File: config.mk
export PLATFORM = sky130hd
export DESIGN_NAME = alice_qubit_tx
export DESIGN_NICKNAME = d
export VERILOG_FILES = /design/src/rtl/alice_qubit_tx.sv
export SDC_FILE = /design/constraint.sdc
export NUM_CORES = 1
export LEC_CHECK = 0
export ABC_CLOCK_PERIOD_IN_PS = 4600
export CAP_MARGIN = 25
export CORE_ASPECT_RATIO = 0.9
export CORE_MARGIN = 2
export CORE_UTILIZATION = 40
export DETAILED_ROUTE_END_ITERATION = 10
export GPL_ROUTABILITY_DRIVEN = 0
export PLACE_DENSITY = 0.69
export SYNTH_ARGS = -nofsm -noshare
export SYNTH_HDL_FRONTEND = slang
export SYNTH_SLANG_ARGS = --single-unit
File: constraint.sdc
create_clock -name clk -period 4.6 [get_ports clk]
set_input_delay 0.69 -clock clk [delete_from_list [all_inputs] [get_ports clk]]
set_output_delay 0.69 -clock clk [all_outputs]
set_load 0.02 [all_outputs]
File: src/rtl/alice_qubit_tx.sv
// BB84 transmitter: draws bit/basis pairs from a Galois LFSR, ships them as qubits
// over a valid/ready channel, then sifts the stored frame against Bob's bases.
//
// state | meaning
// IDLE  | waiting for start; sifted_count holds last frame's result
// SEND  | presenting qubit tx_idx, recording it on each accepted transfer
// SIFT  | consuming Bob's bases in order, emitting key bits on basis match
// DONE  | one-cycle end-of-frame pulse, always returns to IDLE
module alice_qubit_tx #(
  parameter int          FRAME_LEN = 16,
  parameter logic [15:0] LFSR_SEED = 16'hACE1
) (
  input  logic       clk,
  input  logic       rst_n,
  input  logic       start,
  output logic [1:0] qubit_out,
  output logic       qubit_valid,
  input  logic       qubit_ready,
  input  logic       bob_basis,
  input  logic       bob_basis_valid,
  output logic       key_bit,
  output logic       key_valid,
  output logic [8:0] sifted_count,
  output logic       busy,
  output logic       done
);

  localparam int              IDX_W    = (FRAME_LEN > 1) ? $clog2(FRAME_LEN) : 1;
  localparam logic [IDX_W-1:0] LAST_IDX = IDX_W'(FRAME_LEN - 1);
  localparam logic [IDX_W-1:0] IDX_ONE  = IDX_W'(1);
  localparam logic [15:0]     TAP_MASK = 16'hB400;
  // An all-zero Galois LFSR would lock up, so a zero seed is replaced.
  localparam logic [15:0]     SEED_EFF = (LFSR_SEED == 16'h0000) ? 16'h0001 : LFSR_SEED;

  localparam logic [1:0] S_IDLE = 2'd0;
  localparam logic [1:0] S_SEND = 2'd1;
  localparam logic [1:0] S_SIFT = 2'd2;
  localparam logic [1:0] S_DONE = 2'd3;

  logic [1:0]           state_q, state_d;
  logic [15:0]          lfsr_q, lfsr_d;
  logic [15:0]          lfsr_next;
  logic [IDX_W-1:0]     tx_idx_q, tx_idx_d;
  logic [IDX_W-1:0]     rx_idx_q, rx_idx_d;
  logic [FRAME_LEN-1:0] bit_mem_q, bit_mem_d;
  logic [FRAME_LEN-1:0] basis_mem_q, basis_mem_d;
  logic                 key_bit_q, key_bit_d;
  logic                 key_valid_q, key_valid_d;
  logic [8:0]           sifted_count_q, sifted_count_d;

  assign lfsr_next = {1'b0, lfsr_q[15:1]} ^ (lfsr_q[0] ? TAP_MASK : 16'h0000);

  always_comb begin
    state_d        = state_q;
    lfsr_d         = lfsr_q;
    tx_idx_d       = tx_idx_q;
    rx_idx_d       = rx_idx_q;
    bit_mem_d      = bit_mem_q;
    basis_mem_d    = basis_mem_q;
    key_bit_d      = key_bit_q;
    key_valid_d    = 1'b0;
    sifted_count_d = sifted_count_q;

    case (state_q)
      S_IDLE: begin
        if (start) begin
          state_d        = S_SEND;
          tx_idx_d       = '0;
          rx_idx_d       = '0;
          sifted_count_d = '0;
        end
      end

      S_SEND: begin
        // qubit_valid is implied by the state, so ready alone completes a transfer.
        if (qubit_ready) begin
          bit_mem_d[tx_idx_q]   = lfsr_q[0];
          basis_mem_d[tx_idx_q] = lfsr_q[1];
          lfsr_d                = lfsr_next;
          if (tx_idx_q == LAST_IDX) begin
            state_d  = S_SIFT;
            tx_idx_d = '0;
          end else begin
            tx_idx_d = tx_idx_q + IDX_ONE;
          end
        end
      end

      S_SIFT: begin
        if (bob_basis_valid) begin
          if (bob_basis == basis_mem_q[rx_idx_q]) begin
            key_valid_d    = 1'b1;
            key_bit_d      = bit_mem_q[rx_idx_q];
            sifted_count_d = sifted_count_q + 9'd1;
          end
          if (rx_idx_q == LAST_IDX) begin
            state_d  = S_DONE;
            rx_idx_d = '0;
          end else begin
            rx_idx_d = rx_idx_q + IDX_ONE;
          end
        end
      end

      S_DONE: state_d = S_IDLE;

      default: state_d = S_IDLE;
    endcase
  end

  always_ff @(posedge clk or negedge rst_n) begin
    if (!rst_n) begin
      state_q        <= S_IDLE;
      lfsr_q         <= SEED_EFF;
      tx_idx_q       <= '0;
      rx_idx_q       <= '0;
      bit_mem_q      <= '0;
      basis_mem_q    <= '0;
      key_bit_q      <= 1'b0;
      key_valid_q    <= 1'b0;
      sifted_count_q <= '0;
    end else begin
      state_q        <= state_d;
      lfsr_q         <= lfsr_d;
      tx_idx_q       <= tx_idx_d;
      rx_idx_q       <= rx_idx_d;
      bit_mem_q      <= bit_mem_d;
      basis_mem_q    <= basis_mem_d;
      key_bit_q      <= key_bit_d;
      key_valid_q    <= key_valid_d;
      sifted_count_q <= sifted_count_d;
    end
  end

  // Qubit encoding {bit, basis}: 00 zero, 01 plus, 10 one, 11 minus.
  assign qubit_valid  = (state_q == S_SEND);
  assign qubit_out    = qubit_valid ? {lfsr_q[0], lfsr_q[1]} : 2'b00;
  assign busy         = (state_q == S_SEND) || (state_q == S_SIFT);
  assign done         = (state_q == S_DONE);
  assign key_bit      = key_bit_q;
  assign key_valid    = key_valid_q;
  assign sifted_count = sifted_count_q;

endmodule
== After elaboration in Yosys (flattened, before gate mapping) ==
Index checks and enable logic that the tools add are counted.

* Add/subtract/negate cells: 3
* Multipliers: 0
* Divide/modulo/power cells: 0
* Magnitude comparators: 3
* Eq/ne operators: 12
* Shifts and indexed selects: 0
* Muxes and demuxes: 30
* Bitwise operators: 1
* Reductions and logical operators: 11

{| class="wikitable"
|+ Operator list
! operator !! count
|-
| bitwise mux 16 bit || 2
|-
| 2-to-1 mux 9 bit || 3
|-
| 2-to-1 mux 4 bit || 5
|-
| case mux 9 bit (2 select lines) || 1
|-
| 2-to-1 mux 16 bit || 1
|-
| case mux 4 bit (2 select lines) || 2
|-
| XOR 15 x 16 -> 16 bit || 1
|-
| 2-to-1 mux 2 bit || 6
|-
| < comparator 4 x 5 -> 1 bit (second input constant) || 2
|-
| adder 9 x 1 -> 9 bit (second input constant) || 1
|-
| AND reduction 3 bit || 3
|-
| adder 4 x 1 -> 4 bit (second input constant) || 2
|-
| binary-select mux 1 bit (select 4 bit) || 2
|-
| equality test 4 bit (second input constant) || 2
|-
| != test 2 bit (second input constant) || 4
|-
| case mux 2 bit (4 select lines) || 1
|-
| 2-to-1 mux 1 bit || 6
|-
| AND reduction 5 bit || 1
|-
| demux 1 bit (select 4 bit) || 1
|-
| equality test 2 bit (second input constant) || 2
|-
| greater-or-equal comparator 4 x 1 -> 1 bit (second input constant) || 1
|-
| != test 2 x 1 -> 1 bit (second input constant) || 2
|-
| AND reduction 4 bit || 1
|-
| nonzero test 2 bit || 2
|-
| 6 further kinds || 6
|}

* Register bits: 69
* Latch bits: 0
* Memory bits (writable): 0
* Bits in read-only memories: 0
* Bits of input ports: 6
* Output and inout bits: 16
* Logic and storage cells: 69
* Memories: 0

== Longest topological paths before layout ==
Gate-level depths: netlist of the first run.

* Depth in word-level cells: 6
* Gate-level depth with buffers: 8
* Mapped depth without buffers: 7

== Worst setup path before layout of the first run ==
No wires, ideal clock.

* Path type: reg-to-reg
* Start: reg rx_idx_q[0]
* End: reg key_bit_q, in the netlist key_bit
* Setup time: 0.125 ns
* Data arrival time: 2.335 ns
* Data required time: 4.475 ns
* Path slack: 2.141 ns
* Stages on the path, launching flop included: 7
* Path buffers: 1
* Clock period less this slack: 2.459 ns
* Cell sequence: dfrtp_1 > buf_6 > mux4_1 > mux4_2 > xnor2_4 > and3_2 > mux2_2

* Longest elaborated chain between the ends: 4
* Elaborated cells between the ends (all ways): 6
* Classes of those cells: 1 x eq/ne; 4 x mux; 1 x reduce/logical

{| class="wikitable"
|+ RTL lines
! what !! line !! RTL
|-
| start, declared || 44 || <nowiki>logic [IDX_W-1:0] rx_idx_q, rx_idx_d;</nowiki>
|-
| start signal, assigned || 126 || <nowiki>rx_idx_q <= rx_idx_d;</nowiki>
|-
| binary-select mux 1 bit (select 4 bit) || 91 || <nowiki>if (bob_basis == basis_mem_q[rx_idx_q]) begin</nowiki>
|-
| 2-to-1 mux 1 bit (not written as such) || 91 ||
|-
| equality test 1 bit || 91 ||
|-
| AND reduction 3 bit (no source line) || n/a ||
|-
| end signal, assigned || 129 || <nowiki>key_bit_q <= key_bit_d;</nowiki>
|-
| end, declared || 47 || <nowiki>logic key_bit_q, key_bit_d;</nowiki>
|}

Several ways; a longest one is shown, not always the timed one. The select of a mux whose other input is x is not followed.
A chain may end at the register's enable or synchronous reset.

== Worst setup path after layout of the first run ==
Ends and elaborated chain as after synthesis.

==> results of run 1 <==
cell type report:
cell class,instances,area (µm²)
Fill cell,775,4580
Sequential cell,69,1740
Multi-Input combinational cell,219,1650
Timing Repair Buffer,22,213
Clock buffer,14,163
Tap cell,119,149
Inverter,7,26.3
Clock inverter,2,10.0
flip-flops by register name, indices dropped and copies added, names as in the netlist:
signal and flops:
bit_mem_q 16, key_bit 1, tx_idx_q 4, basis_mem_q 16, key_valid 1, rx_idx_q 4
sifted_count 9, state_q 2, lfsr_q 16
layer usage:
layer / up-vias / part of all wire
li1: 1138 / -
met1: 1137 / 0.49
met2: 41 / 0.46
met3: 8 / 0.034
met4: 0 / 0.012
met5: - / 0
path summary, 6_finish.rpt:
| check | end | slack [ns] | cells after the start |
|---|---|---|---|
| setup / recovery | key_bit$_DFFE_PN0P_ | 1.65 | 5 |
| hold / removal | lfsr_q[12]$_DFFE_PN0P_ | 0.41 | 1 |
| setup reg to reg | key_bit$_DFFE_PN0P_ | 1.65 | 5 |
| hold reg to reg | lfsr_q[6]$_DFFE_PN1P_ | 0.45 | 2 |
| max in group asynchronous | basis_mem_q[7]$_DFFE_PN0P_ | 3.24 | 2 |
| min in group clk | lfsr_q[6]$_DFFE_PN1P_ | 0.45 | 2 |
cell families after synthesis:
family	after synthesis	synth area share
compound gates	40	0.0818
xor+xnor	4	0.0154
fa+ha+maj	10	0.0357
buf+inv	26	0.0321
flops	69	0.496
mux	46	0.187
simple gates	119	0.152
through the flow:
stage | power (mW) | worst slack [ns] | instance area [µm²]
2_1_floorplan | 1.17 | 2.14 | 3500
3_3_place_gp | 1.33 | 1.69 | 3780
3_5_place_dp | 1.35 | 1.64 | 3780
4_1_cts | 1.79 | 1.63 | 3950
5_1_grt | 1.89 | 1.50 | 3950
6_report | 1.77 | 1.65 | 3950
worst max-delay path: stages, from the launching register on:
cell and delay (ns):
dfrtp_1 0.65, mux4_1 0.63, mux4_2 0.53, xnor2_4 0.42, and3_2 0.28, mux2_2 0.33
power groups by stage:
stage               sequential, mW  clock (mW)  combinational, mW
finish                       0.760       0.434              0.574
global route                 0.774       0.472              0.644
CTS                          0.760       0.450              0.579
detailed placement           0.771           0              0.576
global placement             0.767           0              0.563
floorplan                    0.752           0              0.415
layout by cell type, fill, tap and decap left out, drive strengths merged, types with 3 or more instances in the layout:
master | netlist | final
and3 | 7 | 7
a31oi | 4 | 4
nand4 | 3 | 3
mux2 | 34 | 34
clkbuf | 14 | 14
and2 | 5 | 5
a21o | 3 | 3
inv | 7 | 7
mux4 | 10 | 10
a21oi | 5 | 5
o21ai | 11 | 11
clkdlybuf4s50 | 0 | 20
nor2 | 17 | 17
nand2 | 64 | 64
dfrtp | 61 | 61
dfstp | 8 | 8
nand2b | 4 | 4
ha | 10 | 10
xnor2 | 4 | 4
nand3 | 13 | 13
==> implementation parameters, run 1 <==
Parameter                              Value

Job
  Maxcap violations ... 0

Placement
  Post-detailed-placement half-perimeter wirelength ... 4.71 mm
  Total placed cells including tap cells ... 436
  Number of input and output port buffers inserted ... 21

Worst setup path
  Kind of end point of the critical path ... register
  Critical Path AT ... 3.18 ns
  Setup crit start kind ... register
  Critical-path maximum fanout ... 18
  Required @ worst endpoint ... just under 5 ns
  Launching point of the worst reg2reg path ... rx_idx_q[0]$_DFFE_PN0P_
  Worst Path Class, Setup ... register to register
  Launching element of the worst setup path ... rx_idx_q[0]$_DFFE_PN0P_

STA
  Worst relative slew slack ... 0.507
  Post-Route Hold Slack ... 0.410 ns
  Final cycle utilization of the critical path ... 0.642
  Largest clock skew in the final design ... between 0.009 and 0.01 ns
  Total count of hold-check failures in the final report ... 0
  Final min period ... 2.95 ns
  Upper clock frequency limit ... between 300 and 400 MHz
  Total setup violations reported at the end of the flow ... 0
  Setup TNS Final ... 0 ns
  Final-report max-slew violation count ... 0
  Unrepaired setup endpoints after global routing ... no
  Actual slew at the worst max-slew pin ... 0.739 ns

Power
  Power share of the sequential group ... 0.430
  Worst vdd ir ... 0.255 mV
  Relative contribution of the clock network to total power ... 0.246
  Pwr per Cell Area ... 447 mW/mm²
  Power Internal ... roughly 1.1 mW
  Part of the total power dissipated in combinational logic ... 0.325
  Net switching component of the power ... 0.643 mW
  Fraction of power spent switching nets ... 0.364
  Leakage ... 1.83 nW

Drt
  Number of routed nets with antenna violations ... 0
  Number of iterations in the first detailed-routing pass ... 5
  Initial DRC count ... ~150
  Vias per std cell ... 5.14
  Total vias in the final route ... 2324
  Routed WL ... 6.71 mm
  Per-cell routed wire length ... approximately 15 µm
  Remaining DRCs ... 0

Floorplan
  Std-Cell Rows ... 32
  Die Area ... 0.00952 mm²
  Core region area ... 0.00853 mm²
  Initial cell density of the core ... 0.411
  Die outline height ... just over 90 µm
  Die Width ... 103 µm
  # IOs ... 22

Clocking
  Clock root buffer ... clkbuf_8
  H-tree level count ... 3
  Resized Gates After CTS ... 0
  Clock tree from TritonCTS ... yes
  Count of buffers added by post-CTS timing repair for setup ... 0
  Post-CTS Hold Buffers ... 0
  Worst-skew pair later-pin latency ... ~0.34 ns
  Maximum clock path buffer count ... 2
  Clock Pin Slew Worst Setup and Hold Paths ... around 0.07 ns
  CTS buffer count ... 9
  Sinks on the clock net ... between 60 and 70

Logic synthesis
  Number of warning messages in the yosys log ... 0
  Number of distinct standard cells referenced by the synthesized netlist ... 44
  Top cell types by occurrence after synthesis ... nand2_1 (64), dfrtp_1 (61), mux2_2 (34)
  Share of async-settable or async-resettable flops after synthesis ... 1.00
  Post-Synthesis Cells ... 314
  Synthesized area per cell ... 11.2 µm²
  Count of flip-flops with a built-in enable after synthesis ... 0
  Prevailing post-synth register cell ... dfrtp_1
  Leading post-synthesis cells by cell area ... dfrtp_1 (44%), mux2_2 (11%), nand2_1 (6.9%)
  Synth Cell Area ... 0.00350 mm²
  Cell taking the most area after synthesis ... dfrtp_1
  Count of state elements after synthesis ... slightly below 70
  Syn_nets ... 330
  Sequential cell area fraction in the yosys report ... 0.496
  Most instantiated library cell after synthesis ... nand2_1
  Synth top area share ... 0.436

Min path
  Class of the most critical hold timing path ... input port to asynchronous set/reset pin

Global routing
  Global-route wire length before repair ... 11.7 mm
  Global routing met2 resource utilization ... 0.243
  Global routing met1 resource utilization ... 0.220
  Met3 demand-to-capacity share in global routing ... 0.0445
  Overflow left after global routing ... 0
  Aggregate global-route resource usage ... 0.160
  Initial antenna violation count ... 0
  Largest net degree at the start of global routing ... 36
  Via count of the first global-routing pass ... 2312
  Gr busiest metal ... met2

Layout
  Share of layout cells above drive strength 1 ... 0.207
  ANT cells ... 0
  Util after Layout ... 0.463
  Area growth syn-to-layout ... 12.8%
  Final cell count without fillers ... 452
  Final net count ... 344

Run status
  Outcome ... finished clean
Power figures use the tool's default switching activity.
==> run 2: changes to the inputs <==
--- a/config.mk
+++ b/config.mk
@@ -5,14 +5,14 @@
 export SDC_FILE = /design/constraint.sdc
 export NUM_CORES = 1
 export LEC_CHECK = 0
-export ABC_CLOCK_PERIOD_IN_PS = 4600
+export ABC_CLOCK_PERIOD_IN_PS = 2400
 export CAP_MARGIN = 25
 export CORE_ASPECT_RATIO = 0.9
 export CORE_MARGIN = 2
 export CORE_UTILIZATION = 40
 export DETAILED_ROUTE_END_ITERATION = 10
 export GPL_ROUTABILITY_DRIVEN = 0
-export PLACE_DENSITY = 0.69
+export PLACE_DENSITY = 0.71
 export SYNTH_ARGS = -nofsm -noshare
 export SYNTH_HDL_FRONTEND = slang
 export SYNTH_SLANG_ARGS = --single-unit
==> constraint.sdc (replaced) <==
create_clock -name clk -period 2.4 [get_ports clk]
set_input_delay 0.36 -clock clk [delete_from_list [all_inputs] [get_ports clk]]
set_output_delay 0.36 -clock clk [all_outputs]
set_load 0.02 [all_outputs]
==> run 2 against run 1 <==
Wire length is 6.1% higher. Non-clock buffer count is 20 higher. First-iteration DRC count is 0.65% higher. Sequential power is 91% higher. Power is 120% higher. Count of clock-buffer cells in the layout is 2 lower. Worst hold slack worse by 0.40 ns. The flow now finishes with violations (negative setup slack). Final cell count is 4.4% higher.
==> implementation parameters, run 2 (same netlist as run 1, synthesis figures left out) <==
Parameter                              Value

Global routing
  Initial antenna violation count ... 0
  Largest net degree at the start of global routing ... between 40 and 50
  Global-route wire length before repair ... 12.1 mm
  Overflow left after global routing ... 0
  Aggregate global-route resource usage ... 0.169
  Via count of the first global-routing pass ... 2466

Clocking
  Clock tree from TritonCTS ... yes
  Worst-skew pair later-pin latency ... ~0.36 ns
  Post-CTS Hold Buffers ... 0
  Sinks on the clock net ... 69
  Maximum clock path buffer count ... 2
  Clock root buffer ... clkbuf_8
  CTS buffer count ... 9
  H-tree level count ... 3
  Clock Pin Slew Worst Setup and Hold Paths ... 0.08 ns

Drt
  Remaining DRCs ... 0
  Per-cell routed wire length ... 15.1 µm
  Initial DRC count ... 154
  Total vias in the final route ... 2459
  Number of routed nets with antenna violations ... 0
  Number of iterations in the first detailed-routing pass ... 4
  Vias per std cell ... roughly 5.2
  Routed WL ... around 7 mm

Worst setup path
  Setup crit start kind ... register
  Crit-path cells ... mux4_2, mux4_2, xnor2_4, and3_4, mux2_4
  Critical-path maximum fanout ... 7
  Stage delay of the slowest cell on the critical path ... 0.53 ns
  Reg2Reg Setup Slack ... -0.04 ns
  Worst Path Class, Setup ... register to register
  Critical Path AT ... 2.69 ns
  Slowest cell on crit path ... mux4_2
  Endpoint of the lowest-slack register-to-register path ... key_bit$_DFFE_PN0P_
  Required @ worst endpoint ... ~2.7 ns
  Cell seen most often among critical-path stages ... mux4_2
  Worst path buffer plus inverter count ... 0
  Launching point of the worst reg2reg path ... rx_idx_q[0]$_DFFE_PN0P_
  Cell family with the largest share of critical-path delay ... multiplexers
  Kind of end point of the critical path ... register
  Length in cells of the worst reg-to-reg path ... 5

STA
  Total setup violations reported at the end of the flow ... 5
  Final setup slack of the worst path ... -0.0372 ns
  Total count of hold-check failures in the final report ... 0
  Actual slew at the worst max-slew pin ... 0.610 ns
  Worst relative slew slack ... 0.593
  Final-report max-slew violation count ... 0
  Setup TNS Final ... -0.0839 ns
  Largest clock skew in the final design ... 0.0157 ns
  Final cycle utilization of the critical path ... 1.02
  Final min period ... 2.44 ns
  Unrepaired setup endpoints after global routing ... yes
  Upper clock frequency limit ... 410 MHz

Power
  Pwr per Cell Area ... 920 mW/mm²
  Total power ... 3.85 mW
  Leakage ... around 2 nW
  Worst vdd ir ... 0.467 mV

Floorplan
  Die Width ... ~100 µm
  # IOs ... 22
  Die outline height ... around 93 µm
  Std-Cell Rows ... 32
  Core region area ... 0.00853 mm²
  Die Area ... around 0.0095 mm²
  Initial cell density of the core ... 0.411

Layout
  Top flop regs ... basis_mem_q x16, bit_mem_q x16, lfsr_q x16
  Final cell count without fillers ... 472
  Area of all placed cells without fillers ... 0.00419 mm²
  ANT cells ... 0
  Final net count ... around 360
  Commonest non-fill, non-tap cell in the layout ... nand2_1
  Share of layout cells above drive strength 1 ... 0.272
  Area growth syn-to-layout ... 19.5%
  Util after Layout ... 0.491
  Leading cell types in the layout, fill and taps excluded ... nand2_1 (64), dfrtp_1 (60), mux2_2 (33), clkdlybuf4s50_1 (20), buf_4 (19)

Job
  Maxcap violations ... 0

Placement
  Number of input and output port buffers inserted ... 21
  Post-DP Area ... 0.00391 mm²
  Post-detailed-placement half-perimeter wirelength ... 5.03 mm
  Total placed cells including tap cells ... 452

Run status
  Outcome ... complete, but fails checks
  Violated checks ... negative setup slack

Min path
  Class of the most critical hold timing path ... input port to asynchronous set/reset pin
[run 2: timing repair]
| item | CTS | global route |
|---|---|---|
| gates resized for setup | 5 | 1 |
| setup endpoints to repair | 11 | 8 |
| setup buffers | 3 | 1 |
| pin swaps | 4 | 1 |
[run 2: worst register-to-register path, stage by stage, from the launching register on]
cell and delay, ns:
dfrtp_2 0.47, mux4_2 0.53, mux4_2 0.53, xnor2_4 0.27, and3_4 0.24, mux2_4 0.29
[run 2: worst max path at each step]
stage / cells after the start / from / endpoint / slack, ns
3_5_place_dp: 6 / rx_idx_q[0]$_DFFE_PN0P_ / sifted_count[4]$_DFFE_PN0P_ / -0.20
6_report: 5 / rx_idx_q[0]$_DFFE_PN0P_ / key_bit$_DFFE_PN0P_ / -0.04
3_3_place_gp: 5 / rx_idx_q[0]$_DFFE_PN0P_ / key_bit$_DFFE_PN0P_ / -0.1
5_1_grt: 7 / rx_idx_q[0]$_DFFE_PN0P_ / sifted_count[0]$_DFFE_PN0P_ / -0.12
2_1_floorplan: 6 / rx_idx_q[0]$_DFFE_PN0P_ / key_bit$_DFFE_PN0P_ / -0.03
4_1_cts: 6 / rx_idx_q[0]$_DFFE_PN0P_ / sifted_count[4]$_DFFE_PN0P_ / -0.03
[run 2: power by group]
| group | internal [mW] | switching (mW) |
|---|---|---|
| logic | 0.552 | 0.700 |
| clock network | 0.718 | 0.437 |
| registers | 1.27 | 0.174 |
[run 2: cell type report]
| cell class | count | area [µm²] |
|---|---|---|
| clock buffers | 12 | 145 |
| clock inverters | 4 | 95.1 |
| fillers | 747 | 4340 |
| inverters | 7 | 26.3 |
| multi-input cells | 219 | 1660 |
| flip-flops and latches | 69 | 1740 |
| well taps | 119 | 149 |
| repair buffers | 42 | 379 |
[run 2: stage by stage]
step | worst slack [ns] | hold slack [ns]
5_1_grt | -0.120 | 0.0391
3_3_place_gp | -0.0986 | 0.394
6_report | -0.0372 | 0.00713
2_1_floorplan | -0.0331 | 0.0644
4_1_cts | -0.0304 | 0.0146
3_5_place_dp | -0.199 | 0.407
[run 2: layer usage]
| layer | global-route usage | up-vias | wire [µm] |
|---|---|---|---|
| met5 | 0 | - | 0 |
| met4 | 0.0944 | 0 | 194 |
| met3 | 0.0438 | 14 | 225 |
| met2 | 0.256 | 39 | 3360 |
| met1 | 0.220 | 1228 | 3340 |
| li1 | - | 1178 | - |
==> run 3: changes to the inputs <==
--- a/config.mk
+++ b/config.mk
@@ -9,10 +9,10 @@
 export CAP_MARGIN = 25
 export CORE_ASPECT_RATIO = 0.9
 export CORE_MARGIN = 2
-export CORE_UTILIZATION = 40
+export CORE_UTILIZATION = 53
 export DETAILED_ROUTE_END_ITERATION = 10
 export GPL_ROUTABILITY_DRIVEN = 0
-export PLACE_DENSITY = 0.71
+export PLACE_DENSITY = 0.86
 export SYNTH_ARGS = -nofsm -noshare
 export SYNTH_HDL_FRONTEND = slang
 export SYNTH_SLANG_ARGS = --single-unit
==> run 3 against run 2 <==
The run still ends with negative setup slack left. Worst setup slack better by 0.024 ns. Sequential share of layout area rose by 1.2 points. Critical endpoint is now sifted_count[5]$_DFFE_PN0P_. Critical path type unchanged. Wire length shrank 2.3%. Clock skew barely moved. Global-route usage increased by 4.1 points. First-iteration DRC count up 31%. Flip-flop and latch count is the same. Maximum frequency increased by 0.99%. Non-clock buffer count decreased by 3. Worst hold slack better by 0.020 ns.
==> implementation parameters, run 3 (same netlist as run 1, synthesis figures left out) <==
Parameter                              Value

Drt
  Remaining DRCs ... 0
  Number of iterations in the first detailed-routing pass ... 5
  Initial DRC count ... 201
  Number of routed nets with antenna violations ... 0
  Total vias in the final route ... ~2500
  Routed WL ... slightly below 7 mm
  Per-cell routed wire length ... 15.8 µm
  Vias per std cell ... 5.69

Power
  Pwr per Cell Area ... 870 mW/mm²
  Worst vdd ir ... around 0.32 mV
  Total power ... ~3.5 mW
  Leakage ... about 1.9 nW

Global routing
  Via count of the first global-routing pass ... between 2000 and 2500
  Aggregate global-route resource usage ... 0.211
  Overflow left after global routing ... 0
  Initial antenna violation count ... 0
  Largest net degree at the start of global routing ... 70
  Global-route wire length before repair ... approximately 12 mm

Run status
  Outcome ... complete, but fails checks
  Violated checks ... negative setup slack

Clocking
  Clock tree from TritonCTS ... yes
  H-tree level count ... 3
  Worst-skew pair later-pin latency ... roughly 0.35 ns
  Clock root buffer ... clkbuf_8
  Maximum clock path buffer count ... 2
  Clock Pin Slew Worst Setup and Hold Paths ... 0.08 ns
  CTS buffer count ... 9
  Sinks on the clock net ... 69
  Post-CTS Hold Buffers ... 0

STA
  Total count of hold-check failures in the final report ... 0
  Final cycle utilization of the critical path ... 1.01
  Final min period ... 2.41 ns
  Unrepaired setup endpoints after global routing ... yes
  Total setup violations reported at the end of the flow ... 3
  Largest clock skew in the final design ... 0.0159 ns
  Final setup slack of the worst path ... -0.0133 ns
  Worst relative slew slack ... 0.628
  Actual slew at the worst max-slew pin ... roughly 0.56 ns
  Upper clock frequency limit ... 414 MHz
  Final-report max-slew violation count ... 0

Job
  Maxcap violations ... 0

Worst setup path
  Crit-path cells ... mux4_2, mux4_2, xnor2_4, buf_6, a41oi_2, a221o_1
  Critical Path AT ... roughly 2.6 ns
  Cell seen most often among critical-path stages ... mux4_2
  Worst Path Class, Setup ... register to register
  Stage delay of the slowest cell on the critical path ... 0.54 ns
  Critical-path maximum fanout ... 7
  Required @ worst endpoint ... 2.62 ns
  Setup crit start kind ... register
  Slowest cell on crit path ... mux4_2
  Kind of end point of the critical path ... register

Placement
  Number of input and output port buffers inserted ... 21
  Post-detailed-placement half-perimeter wirelength ... 4.73 mm

Layout
  Final net count ... 361
  Leading cell types in the layout, fill and taps excluded ... nand2_1 (64), dfrtp_1 (60), mux2_2 (33), clkdlybuf4s50_1 (20), nor2_1 (17)
  Util after Layout ... 0.628
  Share of layout cells above drive strength 1 ... 0.263
  Commonest non-fill, non-tap cell in the layout ... nand2_1
  Area growth syn-to-layout ... 16.2%
  ANT cells ... 0
  Top flop regs ... basis_mem_q x16, bit_mem_q x16, lfsr_q x16

Min path
  Class of the most critical hold timing path ... input port to asynchronous set/reset pin

Floorplan
  Initial cell density of the core ... 0.541
  Die Area ... 0.00728 mm²
  Std-Cell Rows ... 28
  Die outline height ... 81.1 µm
  Core region area ... between 0.006 and 0.007 mm²
  Die Width ... 89.7 µm
  # IOs ... 22
run 3: timing repair:
action                     4_1_cts  5_1_grt
cloned                           0        0
gates resized for setup          4        3
setup endpoints to repair        9       10
pin swaps                        2        0
buffers inserted                 3        0
run 3: metrics by stage:
step                cells  setup slack [ns]  setup TNS (ns)  hold WS [ns]  instance area (µm²)
floorplan             314           -0.0331         -0.0331        0.0644                 3500
global placement      421            -0.109          -0.425         0.410                 3860
detailed placement    421            -0.240           -1.13         0.409                 3860
CTS                   440           -0.0164         -0.0225        0.0293                 4060
global route          440            -0.129          -0.816        0.0457                 4070
finish                440           -0.0133         -0.0249        0.0275                 4070
run 3: per-layer routing:
layer,part of all wire,GRT usage
met1,0.45,0.285
met2,0.48,0.339
met3,0.058,0.0557
met4,0.010,0.0646
met5,0,0
run 3: worst paths after layout:
| kind | start | endpoint | slack [ns] | cells after the start |
|---|---|---|---|---|
| min in group clk | lfsr_q[7]$_DFFE_PN1P_ | lfsr_q[6]$_DFFE_PN1P_ | 0.46 | 2 |
| setup reg to reg | rx_idx_q[0]$_DFFE_PN0P_ | sifted_count[5]$_DFFE_PN0P_ | -0.01 | 6 |
| setup / recovery | rx_idx_q[0]$_DFFE_PN0P_ | sifted_count[5]$_DFFE_PN0P_ | -0.01 | 6 |
| hold / removal | rst_n | key_valid$_DFF_PN0_ | 0.03 | 2 |
| max in group asynchronous | rst_n | lfsr_q[13]$_DFFE_PN1P_ | 2.05 | 2 |
| hold reg to reg | lfsr_q[7]$_DFFE_PN1P_ | lfsr_q[6]$_DFFE_PN1P_ | 0.46 | 2 |
run 3: critical path: cells and delay by family (launching register included):
family | cells | cell delay (ns)
muxes | 2 | 1.05
DFF | 1 | 0.45
AOI/OAI and AO/OA | 2 | 0.38
xor gates and xnor gates | 1 | 0.27
buffers and inverters | 1 | 0.16
run 3: final cells by class:
type / count / area (µm²)
Fill cell: 482 / 2410
Sequential cell: 69 / 1740
Multi-Input combinational cell: 219 / 1660
Timing Repair Buffer: 39 / 360
Clock buffer: 14 / 163
Tap cell: 90 / 113
Inverter: 7 / 26.3
Clock inverter: 2 / 10.0
run 3: power breakdown:
part / total (mW) / leakage [nW] / switching [mW] / internal (mW)
Clock: 0.842 / 0.0905 / 0.413 / 0.430
Combinational: 1.25 / 0.892 / 0.708 / 0.547
Sequential: 1.44 / 0.923 / 0.169 / 1.27
Total: 3.54 / 1.90 / 1.29 / 2.25
